==> config.mk <==
export PLATFORM = sky130hd
export DESIGN_NAME = id_ex_stage_reg_flat
export DESIGN_NICKNAME = d
export VERILOG_FILES = /design/src/rtl/id_ex_stage_reg_if.sv /design/src/rtl/id_ex_stage_reg.sv /design/src/flat_wrapper.sv
export SDC_FILE = /design/constraint.sdc
export NUM_CORES = 1
export LEC_CHECK = 0
export BUFFER_PORTS_ARGS = -buffer_cell sky130_fd_sc_hd__buf_2
export CAP_MARGIN = 20
export CORE_AREA = 2 2 124 126
export DETAILED_ROUTE_END_ITERATION = 8
export DIE_AREA = 0 0 126 128
export HOLD_SLACK_MARGIN = 0.1
export PLACE_DENSITY = 0.78
export SETUP_SLACK_MARGIN = 0.5
export SLEW_MARGIN = 10
export SYNTH_ARGS = -nofsm -noshare
export SYNTH_HDL_FRONTEND = slang
export SYNTH_SLANG_ARGS = --single-unit
==> constraint.sdc <==
create_clock -name clock -period 4 [get_ports clock]
set_input_delay 0.2 -clock clock [delete_from_list [all_inputs] [get_ports clock]]
set_output_delay 0.2 -clock clock [all_outputs]
set_load 0.05 [all_outputs]
==> src/rtl/id_ex_stage_reg_if.sv <==
// ID/EX stage bus: decoded ID fields in, registered EX fields and stall out.
interface id_ex_stage_reg_if #(
    parameter int DATA_W = 32
);
    logic              flush;
    logic              id_valid;
    logic [9:0]        id_ctrl;
    logic [1:0]        id_reg_type;
    logic [2:0]        id_EXcntrl;
    logic [DATA_W-1:0] id_pc, id_rdA, id_rdB, id_imm;
    logic [4:0]        id_rs1, id_rs2, id_rd;

    logic              ex_valid;
    logic [9:0]        ex_ctrl;
    logic [1:0]        ex_reg_type;
    logic [2:0]        ex_EXcntrl;
    logic [DATA_W-1:0] ex_pc, ex_rdA, ex_rdB, ex_imm;
    logic [4:0]        ex_rs1, ex_rs2, ex_rd;
    logic              stall;
    logic              ex_fpu_busy;

    // Decode/redirect side: drives ID fields and flush, consumes EX state.
    modport master (
        output flush, id_valid, id_ctrl, id_reg_type, id_EXcntrl,
               id_pc, id_rdA, id_rdB, id_imm, id_rs1, id_rs2, id_rd,
        input  ex_valid, ex_ctrl, ex_reg_type, ex_EXcntrl,
               ex_pc, ex_rdA, ex_rdB, ex_imm, ex_rs1, ex_rs2, ex_rd,
               stall, ex_fpu_busy
    );

    // Stage register side.
    modport slave (
        input  flush, id_valid, id_ctrl, id_reg_type, id_EXcntrl,
               id_pc, id_rdA, id_rdB, id_imm, id_rs1, id_rs2, id_rd,
        output ex_valid, ex_ctrl, ex_reg_type, ex_EXcntrl,
               ex_pc, ex_rdA, ex_rdB, ex_imm, ex_rs1, ex_rs2, ex_rd,
               stall, ex_fpu_busy
    );
endinterface

==> src/rtl/id_ex_stage_reg.sv <==
// ID/EX pipeline register with load-use bubble insertion and a multi-cycle
// FPU hold. stall freezes PC and IF/ID while EX cannot accept a new op.
module id_ex_stage_reg #(
    parameter int         DATA_W   = 32,
    parameter int         FPU_LAT  = 4,
    parameter logic [2:0] FPU_CODE = 3'd5,
    parameter logic [2:0] ALU_R    = 3'd1
) (
    input logic         clock,
    input logic         reset,
    id_ex_stage_reg_if.slave bus
);
    // Counter must hold FPU_LAT-1 and still be valid when FPU_LAT == 1.
    localparam int CNT_W    = $clog2(FPU_LAT) + 1;
    localparam int MEM_READ = 7;   // MemRead position inside id_ctrl

    typedef enum logic {IDLE, BUSY} state_t;

    typedef struct packed {
        logic              valid;
        logic [9:0]        ctrl;
        logic [1:0]        regType;
        logic [2:0]        exCntrl;
        logic [DATA_W-1:0] pc, rdA, rdB, imm;
        logic [4:0]        rs1, rs2, rd;
    } exFields_t;

    state_t     state;
    logic [CNT_W-1:0] cnt;
    exFields_t  exQ, idFields, bubble;
    logic       loadUse, isFpuOp;

    // Pack ID inputs and the canonical bubble for single-assignment loads.
    always_comb begin
        idFields         = '0;
        idFields.valid   = bus.id_valid;
        idFields.ctrl    = bus.id_ctrl;
        idFields.regType = bus.id_reg_type;
        idFields.exCntrl = bus.id_EXcntrl;
        idFields.pc      = bus.id_pc;
        idFields.rdA     = bus.id_rdA;
        idFields.rdB     = bus.id_rdB;
        idFields.imm     = bus.id_imm;
        idFields.rs1     = bus.id_rs1;
        idFields.rs2     = bus.id_rs2;
        idFields.rd      = bus.id_rd;
        bubble           = '0;
        bubble.exCntrl   = ALU_R;
    end

    // Load-use: a load in EX writes a register the ID op reads in the same
    // register class. x0 is hardwired so it never creates a dependency.
    always_comb begin
        loadUse = exQ.valid && exQ.ctrl[MEM_READ] && bus.id_valid &&
                  (exQ.regType == bus.id_reg_type) &&
                  ((exQ.rd == bus.id_rs1) || (exQ.rd == bus.id_rs2)) &&
                  !((exQ.regType == 2'd0) && (exQ.rd == 5'd0));
        isFpuOp = bus.id_valid && (bus.id_EXcntrl == FPU_CODE) && (FPU_LAT > 1);
    end

    assign bus.stall       = (state == BUSY) || (loadUse && !bus.flush);
    assign bus.ex_fpu_busy = (state == BUSY);

    // Stage register and FPU hold FSM: reset > flush > hold > bubble > load.
    always_ff @(posedge clock) begin
        if (reset) begin
            exQ   <= bubble;
            state <= IDLE;
            cnt   <= '0;
        end else if (bus.flush) begin
            exQ   <= bubble;
            state <= IDLE;
            cnt   <= '0;
        end else if (state == BUSY) begin
            if (cnt != '0) cnt <= cnt - 1'b1;
            if (cnt == CNT_W'(1)) state <= IDLE;
        end else if (loadUse) begin
            exQ <= bubble;
        end else begin
            exQ <= bus.id_valid ? idFields : bubble;
            if (isFpuOp) begin
                state <= BUSY;
                cnt   <= CNT_W'(FPU_LAT - 1);
            end
        end
    end

    assign bus.ex_valid    = exQ.valid;
    assign bus.ex_ctrl     = exQ.ctrl;
    assign bus.ex_reg_type = exQ.regType;
    assign bus.ex_EXcntrl  = exQ.exCntrl;
    assign bus.ex_pc       = exQ.pc;
    assign bus.ex_rdA      = exQ.rdA;
    assign bus.ex_rdB      = exQ.rdB;
    assign bus.ex_imm      = exQ.imm;
    assign bus.ex_rs1      = exQ.rs1;
    assign bus.ex_rs2      = exQ.rs2;
    assign bus.ex_rd       = exQ.rd;
endmodule
==> src/flat_wrapper.sv <==
// flat-port wrapper written by rule: the top's interface ports become plain ports
module id_ex_stage_reg_flat 
#(
    parameter int         DATA_W   = 32,
    parameter int         FPU_LAT  = 4,
    parameter logic [2:0] FPU_CODE = 3'd5,
    parameter logic [2:0] ALU_R    = 3'd1
)
  (clock, reset, bus_flush, bus_id_valid, bus_id_ctrl, bus_id_reg_type, bus_id_EXcntrl, bus_id_pc, bus_id_rdA, bus_id_rdB, bus_id_imm, bus_id_rs1, bus_id_rs2, bus_id_rd, bus_ex_valid, bus_ex_ctrl, bus_ex_reg_type, bus_ex_EXcntrl, bus_ex_pc, bus_ex_rdA, bus_ex_rdB, bus_ex_imm, bus_ex_rs1, bus_ex_rs2, bus_ex_rd, bus_stall, bus_ex_fpu_busy);
  id_ex_stage_reg_if #(.DATA_W(DATA_W)) bus_i ();
  input logic clock;
  input logic reset;
  input wire logic [$bits(bus_i.flush)-1:0] bus_flush;
  input wire logic [$bits(bus_i.id_valid)-1:0] bus_id_valid;
  input wire logic [$bits(bus_i.id_ctrl)-1:0] bus_id_ctrl;
  input wire logic [$bits(bus_i.id_reg_type)-1:0] bus_id_reg_type;
  input wire logic [$bits(bus_i.id_EXcntrl)-1:0] bus_id_EXcntrl;
  input wire logic [$bits(bus_i.id_pc)-1:0] bus_id_pc;
  input wire logic [$bits(bus_i.id_rdA)-1:0] bus_id_rdA;
  input wire logic [$bits(bus_i.id_rdB)-1:0] bus_id_rdB;
  input wire logic [$bits(bus_i.id_imm)-1:0] bus_id_imm;
  input wire logic [$bits(bus_i.id_rs1)-1:0] bus_id_rs1;
  input wire logic [$bits(bus_i.id_rs2)-1:0] bus_id_rs2;
  input wire logic [$bits(bus_i.id_rd)-1:0] bus_id_rd;
  output wire logic [$bits(bus_i.ex_valid)-1:0] bus_ex_valid;
  output wire logic [$bits(bus_i.ex_ctrl)-1:0] bus_ex_ctrl;
  output wire logic [$bits(bus_i.ex_reg_type)-1:0] bus_ex_reg_type;
  output wire logic [$bits(bus_i.ex_EXcntrl)-1:0] bus_ex_EXcntrl;
  output wire logic [$bits(bus_i.ex_pc)-1:0] bus_ex_pc;
  output wire logic [$bits(bus_i.ex_rdA)-1:0] bus_ex_rdA;
  output wire logic [$bits(bus_i.ex_rdB)-1:0] bus_ex_rdB;
  output wire logic [$bits(bus_i.ex_imm)-1:0] bus_ex_imm;
  output wire logic [$bits(bus_i.ex_rs1)-1:0] bus_ex_rs1;
  output wire logic [$bits(bus_i.ex_rs2)-1:0] bus_ex_rs2;
  output wire logic [$bits(bus_i.ex_rd)-1:0] bus_ex_rd;
  output wire logic [$bits(bus_i.stall)-1:0] bus_stall;
  output wire logic [$bits(bus_i.ex_fpu_busy)-1:0] bus_ex_fpu_busy;
  assign bus_i.flush = bus_flush;
  assign bus_i.id_valid = bus_id_valid;
  assign bus_i.id_ctrl = bus_id_ctrl;
  assign bus_i.id_reg_type = bus_id_reg_type;
  assign bus_i.id_EXcntrl = bus_id_EXcntrl;
  assign bus_i.id_pc = bus_id_pc;
  assign bus_i.id_rdA = bus_id_rdA;
  assign bus_i.id_rdB = bus_id_rdB;
  assign bus_i.id_imm = bus_id_imm;
  assign bus_i.id_rs1 = bus_id_rs1;
  assign bus_i.id_rs2 = bus_id_rs2;
  assign bus_i.id_rd = bus_id_rd;
  assign bus_ex_valid = bus_i.ex_valid;
  assign bus_ex_ctrl = bus_i.ex_ctrl;
  assign bus_ex_reg_type = bus_i.ex_reg_type;
  assign bus_ex_EXcntrl = bus_i.ex_EXcntrl;
  assign bus_ex_pc = bus_i.ex_pc;
  assign bus_ex_rdA = bus_i.ex_rdA;
  assign bus_ex_rdB = bus_i.ex_rdB;
  assign bus_ex_imm = bus_i.ex_imm;
  assign bus_ex_rs1 = bus_i.ex_rs1;
  assign bus_ex_rs2 = bus_i.ex_rs2;
  assign bus_ex_rd = bus_i.ex_rd;
  assign bus_stall = bus_i.stall;
  assign bus_ex_fpu_busy = bus_i.ex_fpu_busy;
  id_ex_stage_reg #(.DATA_W(DATA_W), .FPU_LAT(FPU_LAT), .FPU_CODE(FPU_CODE), .ALU_R(ALU_R)) u_core (.clock(clock), .reset(reset), .bus(bus_i));
endmodule
Yosys cells after proc, flatten, opt, wreduce, memory -nomap -nowiden
Index checks and enable logic that the tools add are counted.
Operators by class
  $add $sub $neg: 1
  equality and inequality tests: 7
  multiplexer cells: 10
  reductions and logical operators: 18
Operators by type and width (count)
  159-bit 2-to-1 mux: 2
  3-bit 2-to-1 mux: 4
  5-bit == test: 2
  1-bit logical AND: 8
  5-bit logical NOT: 1
  1-bit 2-to-1 mux: 4
  3-bit by 1-bit == test with 1-bit output, second input constant: 1
  3-bit == test, second input constant: 1
  3-bit AND reduction: 1
  3-bit nonzero test: 1
  3-bit by 1-bit subtractor with 3-bit output, second input constant: 1
  2-bit == test: 1
  1-bit logical NOT: 2
  2-bit logical NOT: 1
  1-bit logical OR: 2
  2-bit by 1-bit != test with 1-bit output, second input constant: 1
  2-bit != test, second input constant: 1
  2-bit nonzero test: 1
  2-bit OR reduction: 1
Word-level totals
  flip-flop bits (word level): 163
  bits of input ports: 162
  output and inout bits: 161
  logic and storage cells: 49

Logic depth before layout (Yosys ltp)
Gate-level depths: netlist (run 1).
  depth in word-level cells: 7
  mapped depth: 8
  depth with buffers taken out: 8

Worst setup path after synthesis (run 1)
No wires, ideal clock.
  kind: register -> output
  start: reg u_core.exQ (netlist bit u_core.bus.ex_rd[0])
  end: out bus_stall
  arrival: 2403 ps
  required time: 3800 ps
  slack: 1397 ps
  cell stages (with the launch flop): 5
  buffers on the path: 0
  path through: dfxtp_1 -> nor4_2 -> a211oi_2 -> o21ai_2 -> o31ai_1
On the way
  longest elaborated chain between the ends: 6
  elaborated cells between the ends (all ways): 10
  those cells by class: eq/ne: 2; reduce/logical: 8
Ends and longest elaborated chain
  from (decl): line id_ex_stage_reg.sv:30  | exFields_t exQ, idFields, bubble;
  from (signal assigned): line id_ex_stage_reg.sv:67  | exQ <= bubble;
  from (signal assigned): line id_ex_stage_reg.sv:71  | exQ <= bubble;
  from (signal assigned): line id_ex_stage_reg.sv:78  | exQ <= bubble;
  5-bit == test or 5-bit logical NOT (tied branches): line id_ex_stage_reg.sv:56, id_ex_stage_reg.sv:57
  1-bit logical OR or 1-bit logical AND (tied branches): line id_ex_stage_reg.sv:56, id_ex_stage_reg.sv:57
  1-bit logical AND or 1-bit logical NOT (tied branches): line id_ex_stage_reg.sv:55, id_ex_stage_reg.sv:57
  1-bit logical AND (*): line id_ex_stage_reg.sv:56  | ((exQ.rd == bus.id_rs1) || (exQ.rd == bus.id_rs2)) &&
  1-bit logical AND (*): line id_ex_stage_reg.sv:61  | assign bus.stall = (state == BUSY) || (loadUse && !bus.flush);
  1-bit logical OR (*): line id_ex_stage_reg.sv:61
  to (decl): line flat_wrapper.sv:36  | output wire logic [$bits(bus_i.stall)-1:0] bus_stall;
Every way passes the cells marked *; elsewhere a longest branch is shown, timed or not.

Worst setup path after layout (run 1)
  start: reg u_core.exQ (netlist bit u_core.bus.ex_rd[0])
  end: reg u_core.exQ (netlist bit u_core.bus.ex_rdA[17])
On the way
  longest elaborated chain between the ends: 5
  elaborated cells between the ends (all ways): 9
  those cells by class: eq/ne: 2; mux: 1; reduce/logical: 6
Ends and longest elaborated chain
  5-bit == test or 5-bit logical NOT (tied branches): line id_ex_stage_reg.sv:56, id_ex_stage_reg.sv:57
  1-bit logical OR or 1-bit logical AND (tied branches): line id_ex_stage_reg.sv:56, id_ex_stage_reg.sv:57
  1-bit logical AND or 1-bit logical NOT (tied branches): line id_ex_stage_reg.sv:55, id_ex_stage_reg.sv:57
  1-bit logical AND (*): line id_ex_stage_reg.sv:56
  159-bit 2-to-1 mux (*): line id_ex_stage_reg.sv:77  | end else if (loadUse) begin
Marks and branches as above.
A chain may end at the register's enable or synchronous reset.

==> results.txt, run 1 <==
----------------------------------------------------
[Outcome]
  Outcome ... finished clean

[Timing]
  Count of final max-slew check failures ... 0
  Clock Skews ... between 0.01 and 0.015 ns
  Clock period minus worst slack ... 2.35 ns
  Endpoints failing hold ... 0
  Final critical-path setup slack ... 1.65 ns
  Transition time at the pin with the least slew margin ... around 0.98 ns
  Final number of setup-violating endpoints ... 0
  RSZ-0062 raised after global routing ... false
  Final clock period utilization by the worst path ... 58.9%
  Max-Slew Margin vs Limit ... a little over a third
  Total Negative Setup Slacks ... 0 ns
  Fmax achieved ... about 420 MHz

[Place]
  Cell count after placement ... around 890
  Final estimated routing congestion in global placement ... between 0.7 and 0.8
  Number of I/O port buffers ... around 320
  Hpwl dp ... 10100 um
  Area after DPL ... between 0.006 and 0.007 sq mm
  Setup slack after placement ... between 1.5 and 2 ns

[Finish]
  Cell area after layout ... just over 0.009 sq mm
  Final std cells w/o fill ... 1080
  Most common cell after layout, fill and taps aside ... buf_2
  ANT cells ... 0
  Fraction of final layout cells with drive strength greater than 1 ... 41.0%
  Leading cell types in the layout, fill and taps excluded ... buf_2 (322), dfxtp_1 (163), dlygate4sd3_1 (159), a22o_1 (157), clkbuf_16 (17)
  Area growth from synthesis to layout ... 73.4%
  Layout net count ... between 1000 and 1500

[Global route]
  Total routing usage reported by global routing ... 21.6%
  Number of antenna violations at the first check in global routing ... 0
  Global-route wire length before repair ... 28100 um
  Total congestion overflow ... 0
  Pin count of the biggest net entering global routing ... a little over 80
  Number of global-route vias before repair ... about 5500

[Clock tree]
  H-tree depth ... 4
  Post-CTS Hold Buffers ... about 160
  Number of resized instances in the post-cts repair step ... 0
  Total clock buffers created by CTS ... 17
  Number of sinks driven by the clock tree ... around 160
  Setup Fix Bufs, Post-CTS ... 0
  CTS clk-pin slew, worst paths ... 0.06 ns
  CTS max path bufs ... 2
  Buffer type at the clock tree root ... clkbuf_16
  Clock tree from TritonCTS ... built
  Clock network latency to the later pin of the worst-skew pair ... ~0.42 ns

[Critical path]
  Cell-by-cell trace of the critical path ... nor4_2 > a211oi_2 > o21ai_2 > o211a_4 > buf_4 > a22o_1
  Required time at the endpoint of the critical path ... about 4.4 ns
  Element type at the critical path start ... flop
  Arrival time at the worst endpoint ... between 2 and 3 ns
  Max stage delay on crit path ... approximately 0.53 ns
  Slowest stage cell, crit path ... buf_4
  Type of element capturing the critical path ... flop
  Highest fanout seen on the critical path ... 53
  Worst setup path class ... flop to flop

[Logic synthesis]
  Number of distinct library cells after synthesis ... 31
  Post-synthesis sequential area ratio ... roughly three fifths
  Flop and latch count out of synthesis ... ~160
  Average cell area after synthesis ... about 13 sq um
  YS warnings ... 0
  Post-synthesis instance total ... between 400 and 500
  Post-Synthesis Cell Area ... about 0.0053 sq mm
  Synthesized net count ... ~580

[Floorplanning]
  Number of placed I/O pins ... between 300 and 400
  Std-Cell Core Area ... between 0.01 and 0.015 sq mm
  Initial cell density of the core ... between 30% and 40%
  Die area ... 0.0161 sq mm
  Die Y-Extent ... between 100 and 150 um
  Horizontal die dimension ... between 100 and 150 um
  Row cnt ... between 40 and 50

[Pwr]
  Design Power ... around 3.9 mW
  Total power per unit cell area ... ~430 mW/mm^2
  Leak Pwr ... 4.51 nW
  Worst ir drop on vdd ... 352 uV

[Routing]
  Routed length per instance ... 17.1 um
  DR vias/cell ... a little under 5
  Total number of vias ... around 5300
  Total DRC errors in the routed layout ... 0
  Number of nets still failing antenna checks after routing ... 0
  Number of detailed-routing iterations run before antenna repair ... 6
  Number of violations reported at the end of detailed-routing iteration 0 ... 272
  DRT Wirelength ... 18500 um

[Min path]
  Worst min-delay path class ... input port to flop

[Run]
  Max-cap violation count ... 0

----------------------------------------------------
[state kept, by name (all words and copies together) (netlist names), 2 cells and up]
signal                  flops
u_core.bus.ex_EXcntrl       3
u_core.bus.ex_ctrl         10
u_core.bus.ex_imm          32
u_core.bus.ex_pc           32
u_core.bus.ex_rd            5
u_core.bus.ex_rdA          32
u_core.bus.ex_rdB          32
u_core.bus.ex_reg_type      2
u_core.bus.ex_rs1           5
u_core.bus.ex_rs2           5
u_core.cnt                  3
[layer usage]
layer  global-route usage [%]  vias up  share of wire [%]
met5                        0        -                  0
met3                     6.93       46                7.9
met4                     9.95        0                3.2
li1                         -     2510                  -
met2                     35.5      296                 48
met1                     25.7     2482                 41
[report_power, final]
group | internal, mW | total (mW) | switching (mW)
Sequential | 1.67 | 1.70 | 0.0271
Clock | 1.06 | 1.71 | 0.657
Combinational | 0.224 | 0.501 | 0.276
Total | 2.95 | 3.91 | 0.961
[cell families after synthesis]
logic type                 share of synthesized area, %
AOI/OAI and AO/OA                                  28.5
xor gates and xnor gates                           1.82
adders and majority gates                         0.709
buffers and inverters                              5.15
and+or+nand+nor                                    2.20
DFF                                                61.6
[final timing paths]
kind                                                   startpoint  cells after the start                            endpoint  slack (ns)
worst max-delay path             u_core.bus.ex_rd[0]$_SDFFE_PP0N_                      6  u_core.bus.ex_rdA[17]$_SDFFE_PP0N_        1.65
worst min-delay path                                    bus_flush                      4          u_core.cnt[0]$_SDFFE_PP0P_        0.16
worst max register to register   u_core.bus.ex_rd[0]$_SDFFE_PP0N_                      6  u_core.bus.ex_rdA[17]$_SDFFE_PP0N_        1.65
worst min register to register  u_core.bus.ex_rdB[4]$_SDFFE_PP0N_                      1   u_core.bus.ex_rdB[4]$_SDFFE_PP0N_        0.47
[critical path, delay by kind of cell, from the launching register on]
family / cells / cell delay [ns]
AO/OA/AOI/OAI: 4 / 1.00
buffers and inverters: 1 / 0.53
AND/OR/NAND/NOR: 1 / 0.34
flip-flops: 1 / 0.38
[cell type report]
type                    count  area (sq um)
inverters                   4          15.0
fillers                  1095          5680
multi-input cells         208          1770
repair buffers            485          3270
clock inverters            10           146
well taps                 188           235
clock buffers              22           484
flip-flops and latches    163          3260
[synthesized netlist by cell type]
cell      instances  area [sq um]
a211oi_2          1          12.5
a21oi_1           3          15.0
a221oi_1          1          8.76
a22o_1          157          1380
a22oi_2           1          12.5
a31o_2            1          8.76
and2_1            1          6.26
buf_2            11          55.1
buf_6            15           169
clkbuf_1          9          33.8
dfxtp_1         163          3260
ha_1              3          37.5
inv_1             4          15.0
nand2_1           2          7.51
nand2b_1          1          6.26
nand3_1           1          5.00
nand3b_1          1          7.51
nor2_1            7          26.3
nor2b_1           3          18.8
nor3_1            2          10.0
nor3_2            1          10.0
nor4_2            1          12.5
o211a_4           1          17.5
o211ai_1          1          7.51
o21ai_0           3          15.0
o21ai_2           1          8.76
o31ai_1           1          7.51
o32a_1            1          10.0
o32ai_1           1          8.76
or2_2             1          6.26
xor2_1           11          96.3
[metrics by stage]
stage	util [%]	hold WS, ns
3_3_place_gp	46.8	0.409
4_1_cts	61.8	0.125
6_report	61.8	0.157
3_5_place_dp	46.8	0.413
5_1_grt	61.8	0.167
2_1_floorplan	-	0.325
No activity file was read; power rests on OpenSTA's default activity.
==> run 2, diff against run 1 <==
Settings changed: CORE_AREA 2 2 124 126 to 2 2 125 127, DIE_AREA 0 0 126 128 to 0 0 127 129, PLACE_DENSITY 0.78 to 0.79.
Clock period 4 ns to 1.9 ns, I/O delays scaled along.
==> run 2 against run 1 <==
- the flow now finishes with violations (setup timing)
- non-clock buffer count grew 30
- clock power is 98% higher
- register-to-register slack got worse by 1.7 ns
- final area increased by 7.2%
- count of clock-buffer cells in the layout down 2
- via count rose by 6.3%
- global-route usage is 2.5 points higher
- setup slack got worse by 1.7 ns
- sequential cell count unchanged
- critical path depth is the same
- die area increased by 1.6%
- critical path type is now flop to output pin
- largest cell class unchanged
- largest power group is now sequential cells
==> results.txt, run 2 (synthesis results as in run 1) <==
----------------------------------------------------
[Finish]
  ANT cells ... 0
  Leading cell types in the layout, fill and taps excluded ... buf_2 (321), dlygate4sd3_1 (161), a22o_1 (157), dfxtp_1 (152), clkbuf_16 (19)
  Cell area after layout ... between 0.009 and 0.01 sq mm
  Fraction of final layout cells with drive strength greater than 1 ... 45.5%
  Layout net count ... 1075
  Most common cell after layout, fill and taps aside ... buf_2
  Fillers ... 1015
  Area growth from synthesis to layout ... 85.9%

[Timing]
  Count of final max-slew check failures ... 0
  Clock period minus worst slack ... 1.95 ns
  Transition time at the pin with the least slew margin ... 0.474 ns
  Final number of setup-violating endpoints ... 28
  Clock Skews ... about 0.0084 ns
  Endpoints failing hold ... 0
  Fmax achieved ... slightly above 500 MHz
  Max-Slew Margin vs Limit ... around 70%
  RSZ-0062 raised after global routing ... true
  Final clock period utilization by the worst path ... 102%
  Total Negative Setup Slacks ... -0.314 ns
  Final critical-path setup slack ... -0.0474 ns

[Routing]
  Number of nets still failing antenna checks after routing ... 0
  Total number of vias ... approximately 5700
  DRT Wirelength ... around 21000 um
  Routed length per instance ... about 19 um
  Number of detailed-routing iterations run before antenna repair ... 5
  Number of violations reported at the end of detailed-routing iteration 0 ... between 300 and 400
  Total DRC errors in the routed layout ... 0
  DR vias/cell ... roughly 5

[Critical path]
  Required time at the endpoint of the critical path ... approximately 1.8 ns
  Cell-by-cell trace of the critical path ... nor4_4 > a211oi_2 > o21ai_2 > buf_6 > o31ai_4 > buf_6
  Max stage delay on crit path ... ~0.40 ns
  Type of element capturing the critical path ... output pin
  Highest fanout seen on the critical path ... 5
  Buf+Inv Stages, Crit Path ... 2
  Category of cells accounting for the largest share of critical-path delay ... compound AO/OA/AOI/OAI gates
  Element type at the critical path start ... flop
  Worst setup path class ... flop to output pin
  Slowest stage cell, crit path ... dfxtp_4
  Dominant cell type by count on the critical path ... buf_6
  Arrival time at the worst endpoint ... around 1.9 ns

[Floorplanning]
  Initial cell density of the core ... 35.3%
  Die Y-Extent ... about 130 um
  Number of placed I/O pins ... between 300 and 400
  Horizontal die dimension ... ~130 um
  Row cnt ... between 40 and 50
  Die area ... about 0.016 sq mm
  Std-Cell Core Area ... ~0.015 sq mm

[Clock tree]
  Clock tree from TritonCTS ... built
  Clock network latency to the later pin of the worst-skew pair ... approximately 0.42 ns
  CTS clk-pin slew, worst paths ... 0.07 ns
  CTS max path bufs ... 2
  Total clock buffers created by CTS ... 17
  Buffer type at the clock tree root ... clkbuf_16
  H-tree depth ... 4
  Number of sinks driven by the clock tree ... between 150 and 200

[Place]
  Number of I/O port buffers ... 322
  Hpwl dp ... between 10000 and 15000 um
  Area after DPL ... roughly 0.007 sq mm
  Final estimated routing congestion in global placement ... 0.755

[Pwr]
  Worst ir drop on vdd ... about 580 uV
  Total power per unit cell area ... ~830 mW/mm^2
  Leak Pwr ... about 4.8 nW

[Global route]
  Total congestion overflow ... 0
  Number of antenna violations at the first check in global routing ... 0
  Number of global-route vias before repair ... 5947
  Total routing usage reported by global routing ... between 20% and 30%
  Global-route wire length before repair ... 30700 um
  Pin count of the biggest net entering global routing ... 91

[Outcome]
  Outcome ... finished, violations left
  Violations in the final reports ... setup timing

[Run]
  Max-cap violation count ... 0

[Min path]
  Worst min-delay path class ... input port to flop

----------------------------------------------------
## run 2: cell types whose count changed in the layout (fill, tap and decap cells not counted), sizes merged
cell / before / now
buf: 326 / 351
bufbuf: 0 / 1
bufinv: 3 / 1
clkinv: 4 / 3
clkinvlp: 1 / 3
dlygate4sd3: 159 / 161
inv: 6 / 9
o211a: 1 / 2
## run 2: path summary, 6_finish.rpt
path,startpoint,end,slack (ns),cells after the start
max reg2reg,u_core.bus.ex_rd[0]$_SDFFE_PP0N_,u_core.bus.ex_rdB[18]$_SDFFE_PP0N_,-0.03,8
min,reset,u_core.cnt[2]$_SDFFE_PP0P_,0.17,3
min reg2reg,u_core.bus.ex_imm[22]$_SDFFE_PP0N_,u_core.bus.ex_imm[22]$_SDFFE_PP0N_,0.47,1
max,u_core.bus.ex_rd[1]$_SDFFE_PP0N_,bus_stall,-0.05,6
## run 2: layer usage
metal  share of wire, %  track usage [%]  up-vias
met5                  0                0        -
met4                3.6             13.2        0
met3                7.9             6.74       64
met2                 51             43.2      341
met1                 37             25.7     2685
li1                   -                -     2580
## run 2: what timing repair did
| action | 4_1_cts | 5_1_grt |
|---|---|---|
| pin swaps | 5 | 9 |
| setup buffers | 10 | 3 |
| gates cloned | 11 | 2 |
| hold buffers | 161 | 0 |
| gates resized for setup | 25 | 13 |
| endpoints found under the hold margin | 162 | 0 |
| endpoints found under the setup margin | 164 | 164 |
## run 2: cell type report
cell class                      instances  area (sq um)  area share [%]
Inverter                                4          15.0           0.153
Multi-Input combinational cell        209          1870            19.0
Sequential cell                       163          3290            33.5
Clock buffer                           20           457            4.64
Clock inverter                         12           121            1.23
Tap cell                              188           235            2.39
Timing Repair Buffer                  515          3850            39.1
## run 2: power by group
group	leakage (nW)	switching (mW)	total, mW	internal [mW]
combinational	3.17	0.625	1.19	0.565
sequential	1.33	0.0597	3.56	3.50
clock	0.276	1.48	3.38	1.90
total	4.77	2.16	8.14	5.97
## run 2: through the flow
step | utilization, % | power [mW] | cells | setup WS (ns) | hold slack, ns
global route | 65.7 | 8.39 | 1111 | -0.136 | 0.170
CTS | 64.9 | 8.10 | 1106 | 0.00556 | 0.141
detailed placement | 47.0 | 4.41 | 892 | 0.129 | 0.306
floorplan | - | 4.12 | 410 | 0.197 | 0.220
finish | 65.7 | 8.14 | 1111 | -0.0474 | 0.170
global placement | 47.0 | 4.40 | 892 | 0.195 | 0.304
## run 2: worst min-delay path, stage by stage
cell,delay [ns]
buf_2,0.09
nor2_1,0.11
a31o_2,0.25
==> run 3, diff against run 2 <==
Settings changed: REMOVE_ABC_BUFFERS set to 1.
==> run 3 against run 2 <==
- the run now ends clean
- via count down 5.2%
- utilization down 3.4 points
- final area down 5.1%
- critical path depth up 1
- final cell count down 1.7%
- sequential share of layout area up 1.7 points
- global-route usage down 2.1 points
- clock skew about the same
- register-to-register slack better by 0.04 ns
- die area unchanged
- sequential cell count unchanged
- highest routed layer unchanged
==> results.txt, run 3 (synthesis results as in run 1) <==
----------------------------------------------------
[Global route]
  Pin count of the biggest net entering global routing ... just over 80
  Number of antenna violations at the first check in global routing ... 0
  Total congestion overflow ... 0
  Number of global-route vias before repair ... 5656
  Global-route wire length before repair ... 28600 um
  Total routing usage reported by global routing ... around 22%

[Critical path]
  Buf+Inv Stages, Crit Path ... 2
  Arrival time at the worst endpoint ... around 2.2 ns
  Type of element capturing the critical path ... flop
  Cell-by-cell trace of the critical path ... xor2_2 > nor3_2 > a22oi_2 > buf_4 > o211a_4 > buf_12 > a22o_1
  Category of cells accounting for the largest share of critical-path delay ... compound AO/OA/AOI/OAI gates
  Max stage delay on crit path ... around 0.37 ns
  Element type at the critical path start ... flop
  Slowest stage cell, crit path ... dfxtp_4
  Highest fanout seen on the critical path ... 42
  Required time at the endpoint of the critical path ... ~2.2 ns
  Worst setup path class ... flop to flop

[Finish]
  Leading cell types in the layout, fill and taps excluded ... buf_2 (321), dlygate4sd3_1 (160), a22o_1 (157), dfxtp_1 (157), clkbuf_16 (17)
  Layout net count ... ~1100
  Fillers ... 1087
  Final std cells w/o fill ... around 1100
  Cell area after layout ... approximately 0.0093 sq mm
  Fraction of final layout cells with drive strength greater than 1 ... a little over two fifths
  ANT cells ... 0
  Utilization of the core after routing ... between 60 and 70%
  Most common cell after layout, fill and taps aside ... buf_2
  Area growth from synthesis to layout ... 76.3%

[Timing]
  Transition time at the pin with the least slew margin ... between 0.4 and 0.5 ns
  Count of final max-slew check failures ... 0
  Final number of setup-violating endpoints ... 0
  Clock Skews ... between 0.007 and 0.008 ns
  Endpoints failing hold ... 0
  Max-Slew Margin vs Limit ... about 73%
  Total Negative Setup Slacks ... 0 ns
  RSZ-0062 raised after global routing ... true
  Final critical-path setup slack ... between 0.01 and 0.015 ns
  Fmax achieved ... around 530 MHz
  Final clock period utilization by the worst path ... slightly below 100%
  Clock period minus worst slack ... between 1.5 and 2 ns

[Pwr]
  Internal portion of total power ... roughly 5.7 mW
  Sequential cell fraction of total power ... between 40% and 50%
  Clk pwr share ... between 40 and 50%
  Sw frac ... a little over a quarter
  Total power per unit cell area ... between 800 and 900 mW/mm^2
  Combinational share of power ... 14.0%
  Switching component of the power ... about 2.1 mW
  Leak Pwr ... approximately 4.6 nW
  Worst ir drop on vdd ... between 500 and 600 uV

[Floorplanning]
  Number of placed I/O pins ... around 320
  Std-Cell Core Area ... between 0.01 and 0.015 sq mm
  Initial cell density of the core ... 35.3%
  Die area ... approximately 0.016 sq mm
  Row cnt ... 45
  Die Y-Extent ... about 130 um
  Horizontal die dimension ... 127 um

[Outcome]
  Outcome ... finished clean

[Routing]
  Number of violations reported at the end of detailed-routing iteration 0 ... 338
  DRT Wirelength ... about 19000 um
  DR vias/cell ... between 4 and 5
  Number of nets still failing antenna checks after routing ... 0
  Routed length per instance ... around 17 um
  Total number of vias ... between 5000 and 6000
  Number of detailed-routing iterations run before antenna repair ... 6
  Total DRC errors in the routed layout ... 0

[Min path]
  Worst min-delay path class ... input port to flop

[Clock tree]
  CTS max path bufs ... 2
  Clock tree from TritonCTS ... built
  H-tree depth ... 4
  Total clock buffers created by CTS ... 17
  Buffer type at the clock tree root ... clkbuf_16
  Number of sinks driven by the clock tree ... roughly 160
  Clock network latency to the later pin of the worst-skew pair ... 0.41 ns
  CTS clk-pin slew, worst paths ... ~0.06 ns

[Place]
  Number of I/O port buffers ... 322
  Cell count after placement ... approximately 900
  Final estimated routing congestion in global placement ... ~0.79
  Setup slack after placement ... approximately 0.024 ns
  Area after DPL ... approximately 0.007 sq mm
  Hpwl dp ... about 11000 um

[Run]
  Max-cap violation count ... 0

----------------------------------------------------
[run 3: worst reg2reg max path, stage by stage (launching register included)]
cell and delay, ns:
dfxtp_4 0.37, xor2_2 0.18, nor3_2 0.22, a22oi_2 0.10, buf_4 0.17, o211a_4 0.31
buf_12 0.19, a22o_1 0.24
[run 3: layer usage]
metal / vias to the layer above / track usage (%) / wire, um / part of all wire [%]
met5: - / 0 / 0 / 0
met4: 0 / 10.4 / 580 / 3.1
met3: 49 / 6.65 / 1330 / 7.0
met2: 262 / 38.4 / 9530 / 50
met1: 2528 / 24.8 / 7460 / 39
li1: 2537 / - / - / -
[run 3: cell type report]
type	instances	area, sq um	share of cell area, %
repair buffers	496	3400	36.5
multi-input cells	209	1850	19.9
clock inverters	13	103	1.10
inverters	4	15.0	0.161
clock buffers	19	443	4.74
well taps	188	235	2.52
flip-flops and latches	163	3280	35.1
[run 3: path summary, 6_finish.rpt]
check | slack [ns] | endpoint | from | cells after the start
worst min-delay path | 0.15 | u_core.bus.ex_fpu_busy$_SDFF_PP0_ | reset | 3
worst max register to register | 0.01 | u_core.bus.ex_pc[7]$_SDFFE_PP0N_ | u_core.bus.ex_rd[2]$_SDFFE_PP0N_ | 7
worst min register to register | 0.47 | u_core.bus.ex_imm[16]$_SDFFE_PP0N_ | u_core.bus.ex_imm[16]$_SDFFE_PP0N_ | 1
worst max-delay path | 0.01 | u_core.bus.ex_pc[7]$_SDFFE_PP0N_ | u_core.bus.ex_rd[2]$_SDFFE_PP0N_ | 7
[run 3: through the flow]
| step | hold WS, ns | power [mW] |
|---|---|---|
| floorplan | 0.221 | 4.10 |
| global placement | 0.304 | 4.41 |
| detailed placement | 0.306 | 4.42 |
| CTS | 0.106 | 7.82 |
| global route | 0.140 | 8.09 |
| finish | 0.154 | 7.80 |
[run 3: repair_timing]
action | 4_1_cts | 5_1_grt
pin swaps | 7 | 4
setup endpoints to repair | 164 | 164
hold endpoints to repair | 162 | 0
cloned | 1 | 0
buffers inserted | 3 | 1
hold buffers | 160 | 0
resized for setup | 20 | 18
[run 3: power groups by stage]
stage                     Clock [mW]  Combinational (mW)  Sequential (mW)
after floorplan                    0               0.138             3.96
after global placement             0               0.769             3.64
after detailed placement           0               0.779             3.64
after CTS                       3.20                1.06             3.56
after global routing            3.37                1.14             3.57
final                           3.14                1.09             3.57
